**src/rtl/baud_tick_gen_if.sv**
```systemverilog
// Control/status bundle for baud_tick_gen: run/resync/divisor-load inputs
// and the tick, baud-clock and config-handshake outputs.
interface baud_tick_gen_if #(
    parameter int DIV_W  = 16,
    parameter int FRAC_W = 4
);
    logic              enable;
    logic              resync;
    logic              cfg_load;
    logic [DIV_W-1:0]  cfg_int;
    logic [FRAC_W-1:0] cfg_frac;
    logic              os_tick;
    logic              bit_tick;
    logic              baud_clk;
    logic              cfg_pend;
    logic              cfg_ack;

    modport master (
        output enable, resync, cfg_load, cfg_int, cfg_frac,
        input  os_tick, bit_tick, baud_clk, cfg_pend, cfg_ack
    );

    modport slave (
        input  enable, resync, cfg_load, cfg_int, cfg_frac,
        output os_tick, bit_tick, baud_clk, cfg_pend, cfg_ack
    );
endinterface

```
**src/rtl/baud_tick_gen.sv**
```systemverilog
// Fractional-N baud tick generator: oversample ticks from an int.frac divisor,
// bit ticks every OVERSAMPLE os ticks, divisor swaps only on bit boundaries.
module baud_tick_gen #(
    parameter int DIV_W      = 16,
    parameter int FRAC_W     = 4,
    parameter int OVERSAMPLE = 16,
    parameter int RST_INT    = 325,
    parameter int RST_FRAC   = 8
) (
    input  logic          clock,
    input  logic          reset_n,
    baud_tick_gen_if.slave bus
);
    localparam int OSC_W = $clog2(OVERSAMPLE);
    localparam int CYC_W = DIV_W + 1;

    logic [DIV_W-1:0]  r_act_int, r_pend_int;
    logic [FRAC_W-1:0] r_act_frac, r_pend_frac, r_acc;
    logic [CYC_W-1:0]  r_cyc, r_per;
    logic [OSC_W-1:0]  r_osc;
    logic              r_term, r_baud, r_cfg_pend, r_cfg_ack;

    logic [DIV_W-1:0]  w_eff;
    logic [FRAC_W:0]   w_sum;
    logic [CYC_W-1:0]  w_per_new, w_per, w_cyc_nxt;
    logic [OSC_W-1:0]  w_osc_nxt;
    logic              w_start, w_run, w_os, w_bit, w_apply, w_term_nxt;

    assign w_eff     = (r_act_int < DIV_W'(2)) ? DIV_W'(2) : r_act_int;
    assign w_sum     = {1'b0, r_acc} + {1'b0, r_act_frac};
    assign w_per_new = CYC_W'(w_eff) + CYC_W'(w_sum[FRAC_W]);
    assign w_start   = (r_cyc == '0);
    // The period is fixed on its first cycle; r_per is stale until then.
    assign w_per     = w_start ? w_per_new : r_per;
    assign w_run     = bus.enable & ~bus.resync;
    assign w_os      = w_run & r_term;
    assign w_bit     = w_os & (r_osc == OSC_W'(OVERSAMPLE - 1));
    assign w_apply   = w_bit | ~bus.enable | bus.resync;

    // Next counter state; disabled or resync cycles restart the phase.
    always_comb begin
        w_cyc_nxt  = '0;
        w_term_nxt = 1'b0;
        w_osc_nxt  = '0;
        if (w_run) begin
            w_cyc_nxt  = r_term ? '0 : r_cyc + CYC_W'(1);
            w_term_nxt = ~r_term && (r_cyc + CYC_W'(1) == w_per - CYC_W'(1));
            w_osc_nxt  = w_os ? r_osc + OSC_W'(1) : r_osc;
        end
    end

    always_ff @(posedge clock or negedge reset_n) begin
        if (!reset_n) begin
            r_cyc  <= '0;
            r_per  <= '0;
            r_acc  <= '0;
            r_osc  <= '0;
            r_term <= 1'b0;
            r_baud <= 1'b0;
        end else begin
            r_cyc  <= w_cyc_nxt;
            r_osc  <= w_osc_nxt;
            r_term <= w_term_nxt;
            r_baud <= (w_osc_nxt < OSC_W'(OVERSAMPLE / 2));
            if (!w_run)
                r_acc <= '0;
            else if (w_start) begin
                r_acc <= w_sum[FRAC_W-1:0];
                r_per <= w_per_new;
            end
        end
    end

    // A load landing on an application point bypasses the pending slot.
    always_ff @(posedge clock or negedge reset_n) begin
        if (!reset_n) begin
            r_act_int   <= DIV_W'(RST_INT);
            r_act_frac  <= FRAC_W'(RST_FRAC);
            r_pend_int  <= '0;
            r_pend_frac <= '0;
            r_cfg_pend  <= 1'b0;
            r_cfg_ack   <= 1'b0;
        end else begin
            r_cfg_ack <= 1'b0;
            if (w_apply && bus.cfg_load) begin
                r_act_int  <= bus.cfg_int;
                r_act_frac <= bus.cfg_frac;
                r_cfg_pend <= 1'b0;
                r_cfg_ack  <= 1'b1;
            end else if (w_apply && r_cfg_pend) begin
                r_act_int  <= r_pend_int;
                r_act_frac <= r_pend_frac;
                r_cfg_pend <= 1'b0;
                r_cfg_ack  <= 1'b1;
            end else if (bus.cfg_load) begin
                r_pend_int  <= bus.cfg_int;
                r_pend_frac <= bus.cfg_frac;
                r_cfg_pend  <= 1'b1;
            end
        end
    end

    assign bus.os_tick  = w_os;
    assign bus.bit_tick = w_bit;
    assign bus.baud_clk = bus.enable & r_baud;
    assign bus.cfg_pend = r_cfg_pend;
    assign bus.cfg_ack  = r_cfg_ack;
endmodule

```
**src/flat_wrapper.sv**
```systemverilog
// flat-port wrapper written by rule: the top's interface ports become plain ports
module baud_tick_gen_flat 
#(
    parameter int DIV_W      = 16,
    parameter int FRAC_W     = 4,
    parameter int OVERSAMPLE = 16,
    parameter int RST_INT    = 325,
    parameter int RST_FRAC   = 8
)
  (clock, reset_n, bus_enable, bus_resync, bus_cfg_load, bus_cfg_int, bus_cfg_frac, bus_os_tick, bus_bit_tick, bus_baud_clk, bus_cfg_pend, bus_cfg_ack);
  baud_tick_gen_if #(.DIV_W(DIV_W), .FRAC_W(FRAC_W)) bus_i ();
  input  logic clock;
  input  logic reset_n;
  input wire logic [$bits(bus_i.enable)-1:0] bus_enable;
  input wire logic [$bits(bus_i.resync)-1:0] bus_resync;
  input wire logic [$bits(bus_i.cfg_load)-1:0] bus_cfg_load;
  input wire logic [$bits(bus_i.cfg_int)-1:0] bus_cfg_int;
  input wire logic [$bits(bus_i.cfg_frac)-1:0] bus_cfg_frac;
  output wire logic [$bits(bus_i.os_tick)-1:0] bus_os_tick;
  output wire logic [$bits(bus_i.bit_tick)-1:0] bus_bit_tick;
  output wire logic [$bits(bus_i.baud_clk)-1:0] bus_baud_clk;
  output wire logic [$bits(bus_i.cfg_pend)-1:0] bus_cfg_pend;
  output wire logic [$bits(bus_i.cfg_ack)-1:0] bus_cfg_ack;
  assign bus_i.enable = bus_enable;
  assign bus_i.resync = bus_resync;
  assign bus_i.cfg_load = bus_cfg_load;
  assign bus_i.cfg_int = bus_cfg_int;
  assign bus_i.cfg_frac = bus_cfg_frac;
  assign bus_os_tick = bus_i.os_tick;
  assign bus_bit_tick = bus_i.bit_tick;
  assign bus_baud_clk = bus_i.baud_clk;
  assign bus_cfg_pend = bus_i.cfg_pend;
  assign bus_cfg_ack = bus_i.cfg_ack;
  baud_tick_gen #(.DIV_W(DIV_W), .FRAC_W(FRAC_W), .OVERSAMPLE(OVERSAMPLE), .RST_INT(RST_INT), .RST_FRAC(RST_FRAC)) u_core (.clock(clock), .reset_n(reset_n), .bus(bus_i));
endmodule
```
**config.mk**
```make
export PLATFORM = sky130hd
export DESIGN_NAME = baud_tick_gen_flat
export DESIGN_NICKNAME = d
export VERILOG_FILES = /design/src/rtl/baud_tick_gen_if.sv /design/src/rtl/baud_tick_gen.sv /design/src/flat_wrapper.sv
export SDC_FILE = /design/constraint.sdc
export NUM_CORES = 1
export LEC_CHECK = 0
export BUFFER_PORTS_ARGS = -buffer_cell sky130_fd_sc_hd__buf_4
export CAP_MARGIN = 25
export CORE_MARGIN = 2
export CORE_UTILIZATION = 54
export CTS_BUF_LIST = sky130_fd_sc_hd__clkbuf_8
export DETAILED_ROUTE_END_ITERATION = 7
export PLACE_DENSITY = 0.84
export REMOVE_ABC_BUFFERS = 1
export SYNTH_ARGS = -nofsm -noshare
export SYNTH_HDL_FRONTEND = slang
export SYNTH_SLANG_ARGS = --single-unit
```
**constraint.sdc**
```tcl
create_clock -name clock -period 4.3 [get_ports clock]
set_clock_uncertainty 0.05 [all_clocks]
set_input_delay 0.645 -clock clock [delete_from_list [all_inputs] [get_ports clock]]
set_output_delay 0.645 -clock clock [all_outputs]
set_load 0.02 [all_outputs]
```
# Yosys cells after proc, flatten, opt, wreduce, memory -nomap -nowiden
# Index checks and enable logic that the tools add are counted.
dict set report classes {
  add_sub_neg 5
  mul 0
  div 0
  n_lt_le_gt_ge 2
  eq_ne 3
  shift 0
  n_mux 18
  bitwise_logic 11
  reduce_logical 7
}
# operator n
set ops {}
lappend ops {{$mux 17} 3}
lappend ops {{$mux 16} 3}
lappend ops {{$mux 4} 6}
lappend ops {{$add 16x1->17} 1}
lappend ops {{$add 17x1->17 const B} 1}
lappend ops {{$eq 17x17->1} 1}
lappend ops {{$logic_not 17->1} 1}
lappend ops {{$sub 17x1->17 const B} 1}
lappend ops {{$lt 16x2->1 const B} 1}
lappend ops {{$mux 1} 6}
lappend ops {{$add 4x4->5} 1}
lappend ops {{$not 1->1} 5}
lappend ops {{$add 4x1->4 const B} 1}
lappend ops {{$and 1x1->1} 4}
lappend ops {{$eq 4x4->1 const B} 1}
lappend ops {{$lt 4x4->1 const B} 1}
lappend ops {{$logic_and 1x1->1} 3}
lappend ops {{$reduce_and 3->1} 1}
lappend ops {{$reduce_bool 3->1} 1}
lappend ops {{$ne 2x1->1 const B} 1}
lappend ops {{$or 1x1->1} 2}
lappend ops {{$reduce_bool 2->1} 1}
dict set report totals {
  ff_bits 86
  latch_bits 0
  ramBits 0
  mem_bits_ro 0
  in_bits 25
  word_cells 58
  memories 0
}

# Depth between registers and ports, before layout
# Gate-level depths: netlist (run 1).
dict set report logic_depth {
  depth_word 9
  mapped_depth 20
}

# Worst setup path after synthesis (run 1)
# OpenSTA, ideal clock, no wires.
dict set report synth_timing {
  path_kind {reg2reg}
  from {register u_core.r_act_frac[0]}
  to {register u_core.r_term}
  setup_ns 0.095
  t_arrival_ns 3.635
  slack_ns 0.520
  stages_incl_launch_ff 19
  cell_sequence {dfrtp_1 > ha_1 > inv_1 > fa_1 > nor2b_1 > o21ai_0 > nand2b_1 > ha_1 > ha_1 > mux2i_1 > ha_1 > clkbuf_1 > inv_1 > or4_4 > a21oi_2 > a21oi_1 > nor4_2 > nand4b_1 > nor4b_2}
}
dict set report synth_between {
  elab_chain_cells 7
}
# element line_no
set synth_rtl {}
lappend synth_rtl {{from (decl)} baud_tick_gen.sv:18} ;# logic [FRAC_W-1:0] r_act_frac, r_pend_frac, r_acc;
lappend synth_rtl {{from (signal assigned)} baud_tick_gen.sv:78} ;# r_act_frac <= FRAC_W'(RST_FRAC);
lappend synth_rtl {{from (signal assigned)} baud_tick_gen.sv:87} ;# r_act_frac <= bus.cfg_frac;
lappend synth_rtl {{from (signal assigned)} baud_tick_gen.sv:92} ;# r_act_frac <= r_pend_frac;
lappend synth_rtl {{$add 4x4->5} baud_tick_gen.sv:30} ;# assign w_sum = {1'b0, r_acc} + {1'b0, r_act_frac};
lappend synth_rtl {{$add 16x1->17} baud_tick_gen.sv:31} ;# assign w_per_new = CYC_W'(w_eff) + CYC_W'(w_sum[FRAC_W]);
lappend synth_rtl {{$mux 17} baud_tick_gen.sv:34} ;# assign w_per = w_start ? w_per_new : r_per;
lappend synth_rtl {{$sub 17x1->17} baud_tick_gen.sv:47} ;# w_term_nxt = ~r_term && (r_cyc + CYC_W'(1) == w_per - CYC_W'(1));
lappend synth_rtl {{$eq 17x17->1} baud_tick_gen.sv:47}
lappend synth_rtl {{$logic_and 1x1->1} baud_tick_gen.sv:47}
lappend synth_rtl {{$mux 1} baud_tick_gen.sv:45} ;# if (w_run) begin
lappend synth_rtl {{via u_core.w_term_nxt} baud_tick_gen.sv:27} ;# logic w_start, w_run, w_os, w_bit, w_apply, w_term_nxt;
lappend synth_rtl {{to (signal assigned)} baud_tick_gen.sv:63} ;# r_term <= w_term_nxt;
lappend synth_rtl {{to (decl)} baud_tick_gen.sv:21} ;# logic r_term, r_baud, r_cfg_pend, r_cfg_ack;
# The timed path passes the listed nets, and every way through them passes these cells.
# A chain may end at the register's enable or synchronous reset.

# Worst setup path after layout (run 1)
# Same ends and word-level chain as after synthesis.

==> flow_summary.toml, run 1 <==
[outcome]
outcome = "complete, no violations"

[setup_path]
reg2reg_setup_slack_ns = 0.19
r2r-start = "u_core.r_act_frac[0]$_DFFE_PN0N_"
reg2reg_depth = 17
path_max_fanout = 8
crit_arrival_ns = 4.34
r2r_end = "u_core.r_term$_DFF_PN0_"
cp-end-kind = "register"
critPathLaunchType = "register"
cp.required_ns = 4.52
critPathKind = "register to register"

[layout]
fin_cells = 719
syn_to_final_growth_pct = 9.59
layout-drive-gt1-share_pct = 19.1
finish.net_count = 617
diodes = 0

[route]
vias_per_cell = 6.00
drt_iter0_markers = 246
first_pass_iters = 5
drc = 0
routed_wl_um = 11900
wire_per_inst_um = 16.5
via_count = 4313
final_antenna_net_count = 0

[die]
initial_core_util_pct = 55.3
io_pins = 30
die_h_um = 104
coreArea_um2 = 9730
rows = 36
die_area_um2 = 10800
fp.dieW_um = 104

[global_route]
grt_pass1_vias = 4234
grt_max_degree = 50
grt_pass1_wl_um = 20200
antenna_found_initial = 0
track_usage_pct = 22.6
overflow = 0

[placement]
portBuffers = 29
dpl.hpwl_um = 8760
place_congestion = 0.848
dp_cells = 702

[timing]
slew_headroom_pct = 43.9
period_needed_ns = 4.11
period_share_pct = 95.7
finalHoldViolCount = 0
fmax_ghz = 0.243
worst_pin_slew_ns = 0.840
setup_viol = 0
whs_ns = 0.197
drv_slew = 0

[cts]
htree_levels = 3
cts_buffer_depth = 2
cts_root_buf = "clkbuf_8"
post_cts_buffers = 0
cts_tree = "built"
clk-insertion-delay-late_ns = 0.36
path_clk_slew_ns = 0.10
clock_sinks = 86
numCtsBuffers = 9

[yosys]
synthDistinctLibCells = 65
synth-edff-count = 0
yosys.area.top_type = "dfrtp_1"
synthTopCellsByArea = "dfrtp_1, xnor2_1, mux2_2"
synth_top_cell_area_share_pct = 37.7
synth.cells.most_frequent = "dfrtp_1, nand2_1, nor2_1, xnor2_1, o21ai_0"
synth-main-ff-cell = "dfrtp_1"
synth.cell_area_um2 = 5380
ys_seq_elements = 86
yosysSeqAreaShare_pct = 40.1
yosys_warnings = 0
synthCells = 564
syn_avg_cell_area_um2 = 9.53
yosysMostFrequentCell = "dfrtp_1"
async_flop_share_pct = 100

[hold_path]
hp-class = "input pin to async pin"

[pwr]
p_per_area_nw_per_um2 = 357
peakVddDrop_mv = 0.203
p_leak_nw = 2.40

[job]
cap_violations = 0
cell usage in the layout (no fill, tap or decap), types with 3 or more instances in the layout:
master	netlist	routed
dfstp_2	5	5
and2_1	21	21
clkbuf_8	0	9
buf_4	1	35
nand4_1	16	16
mux2i_1	7	7
dfrtp_1	81	81
a31oi_1	22	22
mux2_2	24	24
nand2_1	57	57
nand2b_1	3	3
ha_1	10	8
xnor2_1	33	33
a21o_1	7	7
or3_1	4	4
o22ai_1	10	10
nor4_4	4	4
a21oi_1	18	18
xor2_1	20	20
nor2b_1	6	6
nor4_2	3	4
inv_6	0	4
nand3_1	16	16
nor2_1	42	42
a211oi_1	4	3
and4_1	5	5
a41oi_1	4	4
nor3_1	12	12
or4_4	3	3
and3_1	5	5
o21ai_0	29	29
inv_1	16	17
o31ai_1	4	4
routing by layer:
layer / vias to the layer above / track usage, % / share of wire [%]
li1: 2069 / - / -
met1: 2103 / 30.2 / 45
met2: 121 / 38.5 / 49
met3: 20 / 4.15 / 4.3
met4: 0 / 5.02 / 1.9
met5: - / 0 / 0
registers in the layout (all words and copies together), names as in the netlist:
name                 cells
u_core.r_pend_frac       4
u_core.bus.cfg_ack       1
u_core.r_act_int        16
u_core.r_acc             4
u_core.r_pend_int       16
u_core.r_osc             4
u_core.r_baud            1
u_core.r_term            1
u_core.bus.cfg_pend      1
u_core.r_act_frac        4
u_core.r_cyc            17
u_core.r_per            17
power by group:
part | internal, W | switching (W) | total (W)
Clock | 0.000217 | 0.000321 | 0.000538
Sequential | 0.000913 | 0.000112 | 0.00103
Combinational | 0.000251 | 0.000291 | 0.000542
Total | 0.00138 | 0.000723 | 0.00210
what timing repair did:
item | CTS | global route
resized for setup | 0 | 8
hold buffers | 0 | 0
setup endpoints to repair | 0 | 1
worst max-delay path, stage by stage (launching register included):
cell	delay [ns]
dfrtp_1	0.40
ha_1	0.18
inv_1	0.06
fa_1	0.39
nor2b_1	0.12
o21ai_0	0.08
nand2b_1	0.12
ha_2	0.23
ha_2	0.26
a21boi_0	0.29
a21o_1	0.17
a21oi_1	0.11
or4_4	0.56
a21oi_2	0.20
a21oi_1	0.10
nor4_2	0.27
nand4b_1	0.15
nor4b_2	0.30
layout make-up:
cell class | instances | area [um2]
Clock inverter | 7 | 55.1
Multi-Input combinational cell | 431 | 3040
Inverter | 17 | 63.8
Fill cell | 823 | 3840
Tap cell | 133 | 166
Clock buffer | 9 | 124
Timing Repair Buffer | 36 | 290
Sequential cell | 86 | 2160
how the worst max path moves through the flow:
| stage | start | slack (ns) | end | cells past startpoint |
|---|---|---|---|---|
| floorplan | u_core.r_cyc[0]$_DFF_PN0_ | 0.60 | u_core.r_term$_DFF_PN0_ | 13 |
| global placement | u_core.r_act_frac[0]$_DFFE_PN0N_ | 0.39 | u_core.r_term$_DFF_PN0_ | 17 |
| detailed placement | u_core.r_act_frac[0]$_DFFE_PN0N_ | 0.15 | u_core.r_term$_DFF_PN0_ | 17 |
| CTS | u_core.r_act_frac[0]$_DFFE_PN0N_ | 0.12 | u_core.r_term$_DFF_PN0_ | 17 |
| global route | u_core.r_act_frac[0]$_DFFE_PN0N_ | -0.0005 | u_core.r_term$_DFF_PN0_ | 17 |
| finish | u_core.r_act_frac[0]$_DFFE_PN0N_ | 0.19 | u_core.r_term$_DFF_PN0_ | 17 |
logic make-up after synthesis:
group / synth area share [%]
simple gates: 22.3
compound gates: 15.4
flops: 40.1
xor+xnor: 8.63
buf+inv: 4.02
mux: 6.75
fa+ha+maj: 2.70
metrics by stage:
stage | setup TNS [ns] | utilization, % | setup slack [ns] | instance area (um2) | power (W)
floorplan | 0 | - | 0.596 | 5230 | 0.00140
global placement | 0 | 58.0 | 0.394 | 5650 | 0.00153
detailed placement | 0 | 58.3 | 0.147 | 5670 | 0.00156
CTS | 0 | 60.2 | 0.116 | 5850 | 0.00210
global route | -0.000511 | 60.6 | -0.000511 | 5890 | 0.00222
finish | 0 | 60.6 | 0.186 | 5890 | 0.00210
Power figures use the tool's default switching activity.
==> inputs of run 2 (changes only) <==
CORE_ASPECT_RATIO = 0.6   (was not set)
PLACE_DENSITY = 0.71   (was 0.84)
==> run 2 against run 1 <==
  * Sequential power about the same
  * Register-to-register slack gained 0.12 ns
  * Power rose by 0.14%
==> flow_summary.toml, run 2 (synthesis gave the netlist of run 1 again) <==
[timing]
period_needed_ns = 4.00
slew_headroom_pct = 39.8
finalHoldViolCount = 0
fmax_ghz = 0.250
period_share_pct = 92.9
worst_pin_slew_ns = 0.900
finalWorstSetupSlack_ns = 0.304
whs_ns = 0.106
setup_tns_ns = 0
setup_viol = 0
rsz0062_at_grt = "no"
drv_slew = 0

[cts]
path_clk_slew_ns = 0.09
clock_sinks = 86
cts_tree = "built"
ctsHoldBuffers = 0
clk-insertion-delay-late_ns = 0.38
cts_buffer_depth = 2
cts_root_buf = "clkbuf_8"
numCtsBuffers = 9
htree_levels = 3

[die]
rows = 28
coreArea_um2 = 9770
initial_core_util_pct = 55.0
die_h_um = 81.3
fp.dieW_um = 133
die_area_um2 = 10800
io_pins = 30

[setup_path]
cp.required_ns = 4.53
critPathLaunchType = "register"
crit_chain = "ha_1, inv_1, fa_1, nor2b_1, o21ai_0, nand2b_1, ha_4, and4_1, nand2_1, or4_4, a31oi_4, xor2_1, nand3_1, mux2i_1, nor3_2, nor4b_2"
r2r_end = "u_core.r_term$_DFF_PN0_"
path_max_fanout = 5
reg2reg_setup_slack_ns = 0.30
critPathKind = "register to register"
crit_slowest_cell = "or4_4"
cp-end-kind = "register"
cp_top_family = "simple AND/OR/NAND/NOR gates"
reg2reg_depth = 16
path_buf_inv = 1
r2r-start = "u_core.r_act_frac[0]$_DFFE_PN0N_"
crit_arrival_ns = 4.23
cpPeakStageDelay_ns = 0.54

[layout]
multi_input_area_um2 = 3050
syn_to_final_growth_pct = 10.3
fill_cells = 819
mostFrequentLayoutCell = "dfrtp_1"
seq_area_um2 = 2160
finish.net_count = 620
largest_registers = "u_core.r_cyc: 17 flops, u_core.r_per: 17 flops"
layout_common_cells = "dfrtp_1, nand2_1, nor2_1"
layout-drive-gt1-share_pct = 19.2

[global_route]
grt_pass1_wl_um = 21600
track_usage_pct = 25.5
grt_max_degree = 66
overflow = 0
grt_pass1_vias = 4366
antenna_found_initial = 0

[route]
drt_iter0_markers = 325
final_antenna_net_count = 0
drc = 0
wire_per_inst_um = 17.5
via_count = 4369
routed_wl_um = 12700
first_pass_iters = 5
vias_per_cell = 6.03

[placement]
place_congestion = 0.930
pre_cts_ws_ns = 0.154
dpl.hpwl_um = 9440
portBuffers = 29

[pwr]
peakVddDrop_mv = 0.211
power_w = 0.00211
p_per_area_nw_per_um2 = 355
p_leak_nw = 2.42

[hold_path]
hp-class = "input pin to async pin"

[job]
cap_violations = 0

[outcome]
outcome = "complete, no violations"
-- run 2: how the worst max path moves through the flow --
stage | from | end | slack (ns) | cells after the start
2_1_floorplan | u_core.r_cyc[0]$_DFF_PN0_ | u_core.r_term$_DFF_PN0_ | 0.60 | 13
3_3_place_gp | u_core.r_act_frac[0]$_DFFE_PN0N_ | u_core.r_term$_DFF_PN0_ | 0.25 | 18
3_5_place_dp | u_core.r_act_frac[0]$_DFFE_PN0N_ | u_core.r_term$_DFF_PN0_ | 0.15 | 18
4_1_cts | u_core.r_act_frac[0]$_DFFE_PN0N_ | u_core.r_term$_DFF_PN0_ | 0.13 | 18
5_1_grt | u_core.r_act_frac[0]$_DFFE_PN0N_ | u_core.r_term$_DFF_PN0_ | 0.03 | 17
6_report | u_core.r_act_frac[0]$_DFFE_PN0N_ | u_core.r_term$_DFF_PN0_ | 0.30 | 16
-- run 2: area by class of cell --
class	instances	share of cell area, %
timing repair buffer	39	5.27
clock buffer	10	2.32
inverter	17	1.08
multi-input combinational	431	51.4
tap	135	2.85
sequential	86	36.4
antenna	1	0.0422
clock inverter	6	0.654
-- run 2: metrics by stage --
step                      utilization, %  cells  cell area [um2]
final                               60.7    725             5930
after global routing                60.7    724             5930
after CTS                           60.1    723             5880
after detailed placement            58.3    707             5700
after global placement              58.0    706             5670
after floorplan                        -    534             5230
-- run 2: what timing repair did --
action                                  in CTS  in global routing
endpoints found under the setup margin       0                  1
buffers inserted                             0                  1
resized for setup                            0                 11
-- run 2: per-layer routing --
layer | wire, um | part of all wire, % | track usage (%)
met1 | 6380 | 50 | 37.1
met5 | 0 | 0 | 0
met2 | 5410 | 42 | 38.2
met3 | 824 | 6.5 | 6.43
met4 | 111 | 0.87 | 6.45
-- run 2: power by group --
| part | total (W) | internal (W) | switching [W] | leakage (nW) |
|---|---|---|---|---|
| logic | 0.000553 | 0.000257 | 0.000296 | 1.25 |
| registers | 0.00103 | 0.000913 | 0.000114 | 1.08 |
| clock network | 0.000527 | 0.000223 | 0.000304 | 0.0875 |
==> inputs of run 3 (changes only) <==
PLACE_DENSITY = 0.74   (was 0.71)
==> run 3 against run 2 <==
  * Fmax shrank 0.64%
  * Core utilization shrank 0.28 points
  * Clock power shrank 1%
  * Combinational power is essentially flat
  * Sequential share of layout area grew 0.17 points
==> flow_summary.toml, run 3 (synthesis gave the netlist of run 1 again) <==
[layout]
mostFrequentLayoutCell = "dfrtp_1"
fill_cells = 816
syn_to_final_growth_pct = 9.77
layout-drive-gt1-share_pct = 19.0
finish.net_count = 620
fin_cells = 724
layout_common_cells = "dfrtp_1, nand2_1, nor2_1"
largest_registers = "u_core.r_cyc: 17 flops, u_core.r_per: 17 flops"
diodes = 0

[timing]
drv_slew = 0
slew_headroom_pct = 39.7
finalHoldViolCount = 0
setup_tns_ns = 0
fmax_ghz = 0.249
period_share_pct = 93.5
period_needed_ns = 4.02
setup_viol = 0
finalWorstSetupSlack_ns = 0.278
worst_pin_slew_ns = 0.902

[global_route]
overflow = 0
antenna_found_initial = 0
grt_pass1_vias = 4236
track_usage_pct = 25.3
grt_pass1_wl_um = 21400
grt_max_degree = 50

[die]
fp.dieW_um = 133
die_area_um2 = 10800
rows = 28
coreArea_um2 = 9770
initial_core_util_pct = 55.0
io_pins = 30
die_h_um = 81.3

[route]
routed_wl_um = 12500
vias_per_cell = 6.03
first_pass_iters = 5
via_count = 4366
final_antenna_net_count = 0
wire_per_inst_um = 17.3
drc = 0
drt_iter0_markers = 458

[cts]
numCtsBuffers = 9
path_clk_slew_ns = 0.09
clk-insertion-delay-late_ns = 0.37
cts_tree = "built"
cts_root_buf = "clkbuf_8"
cts_buffer_depth = 2
clock_sinks = 86
htree_levels = 3
ctsHoldBuffers = 0

[setup_path]
reg2reg_depth = 16
critPathKind = "register to register"
critPathLaunchType = "register"
cp.required_ns = 4.50
crit_arrival_ns = 4.22
path_max_fanout = 5
reg2reg_setup_slack_ns = 0.28
r2r-start = "u_core.r_act_frac[0]$_DFFE_PN0N_"
cp-end-kind = "register"
r2r_end = "u_core.r_term$_DFF_PN0_"

[placement]
place_congestion = 0.898
dpl.hpwl_um = 9260
portBuffers = 29
pre_cts_ws_ns = 0.179
dp_cells = 707

[outcome]
outcome = "complete, no violations"

[hold_path]
hp-class = "input pin to async pin"

[pwr]
p_per_area_nw_per_um2 = 355
p_leak_nw = 2.42
peakVddDrop_mv = 0.164

[job]
cap_violations = 0
run 3: timing repair:
item / CTS / global route
setup buffers: 0 / 1
endpoints found under the setup margin: 0 / 1
resized for setup: 0 / 7
run 3: how the worst max path moves through the flow:
stage / start / endpoint / slack [ns]
after global routing: u_core.r_act_frac[0]$_DFFE_PN0N_ / u_core.r_term$_DFF_PN0_ / -0.008
final: u_core.r_act_frac[0]$_DFFE_PN0N_ / u_core.r_term$_DFF_PN0_ / 0.28
after global placement: u_core.r_act_frac[0]$_DFFE_PN0N_ / u_core.r_term$_DFF_PN0_ / 0.29
after floorplan: u_core.r_cyc[0]$_DFF_PN0_ / u_core.r_term$_DFF_PN0_ / 0.60
after CTS: u_core.r_act_frac[0]$_DFFE_PN0N_ / u_core.r_term$_DFF_PN0_ / 0.15
after detailed placement: u_core.r_act_frac[0]$_DFFE_PN0N_ / u_core.r_term$_DFF_PN0_ / 0.18
run 3: area by class of cell:
cell class	count	area (um2)	share of cell area, %
multi-input combinational	431	3030	51.3
sequential	86	2160	36.6
inverter	17	63.8	1.08
tap	135	169	2.86
clock inverter	7	48.8	0.827
clock buffer	9	124	2.10
timing repair buffer	39	313	5.30
run 3: through the flow:
step	util, %	area (um2)	hold slack (ns)	power, W
finish	60.4	5900	0.187	0.00210
CTS	60.1	5870	0.202	0.00209
floorplan	-	5230	0.299	0.00140
detailed placement	58.3	5700	0.427	0.00157
global placement	58.0	5670	0.415	0.00155
global route	60.4	5900	0.211	0.00222
run 3: where the power goes:
| group | leakage [nW] | total, W | internal, W | switching (W) |
|---|---|---|---|---|
| Clock | 0.0952 | 0.000521 | 0.000212 | 0.000309 |
| Sequential | 1.08 | 0.00103 | 0.000913 | 0.000112 |
| Combinational | 1.24 | 0.000551 | 0.000254 | 0.000296 |
run 3: metal layers:
metal / global-route usage, % / vias to the layer above / part of all wire, % / wire length [um]
li1: - / 2065 / - / -
met1: 36.8 / 2119 / 49 / 6130
met2: 38.4 / 164 / 42 / 5310
met3: 5.62 / 18 / 7.3 / 919
met4: 6.24 / 0 / 1.1 / 142
met5: 0 / - / 0 / 0
run 3: worst max-delay path, stage by stage, from the launching register on:
cell      delay, ns
dfrtp_1        0.40
ha_1           0.20
inv_1          0.07
fa_1           0.20
nor2b_1        0.05
o21ai_0        0.14
nand2b_1       0.15
ha_2           0.26
and4_1         0.29
and3_1         0.23
a211oi_1       0.45
o32ai_2        0.25
a21boi_1       0.18
mux4_2         0.49
a211o_1        0.32
o21ai_1        0.10
nor4b_2        0.07
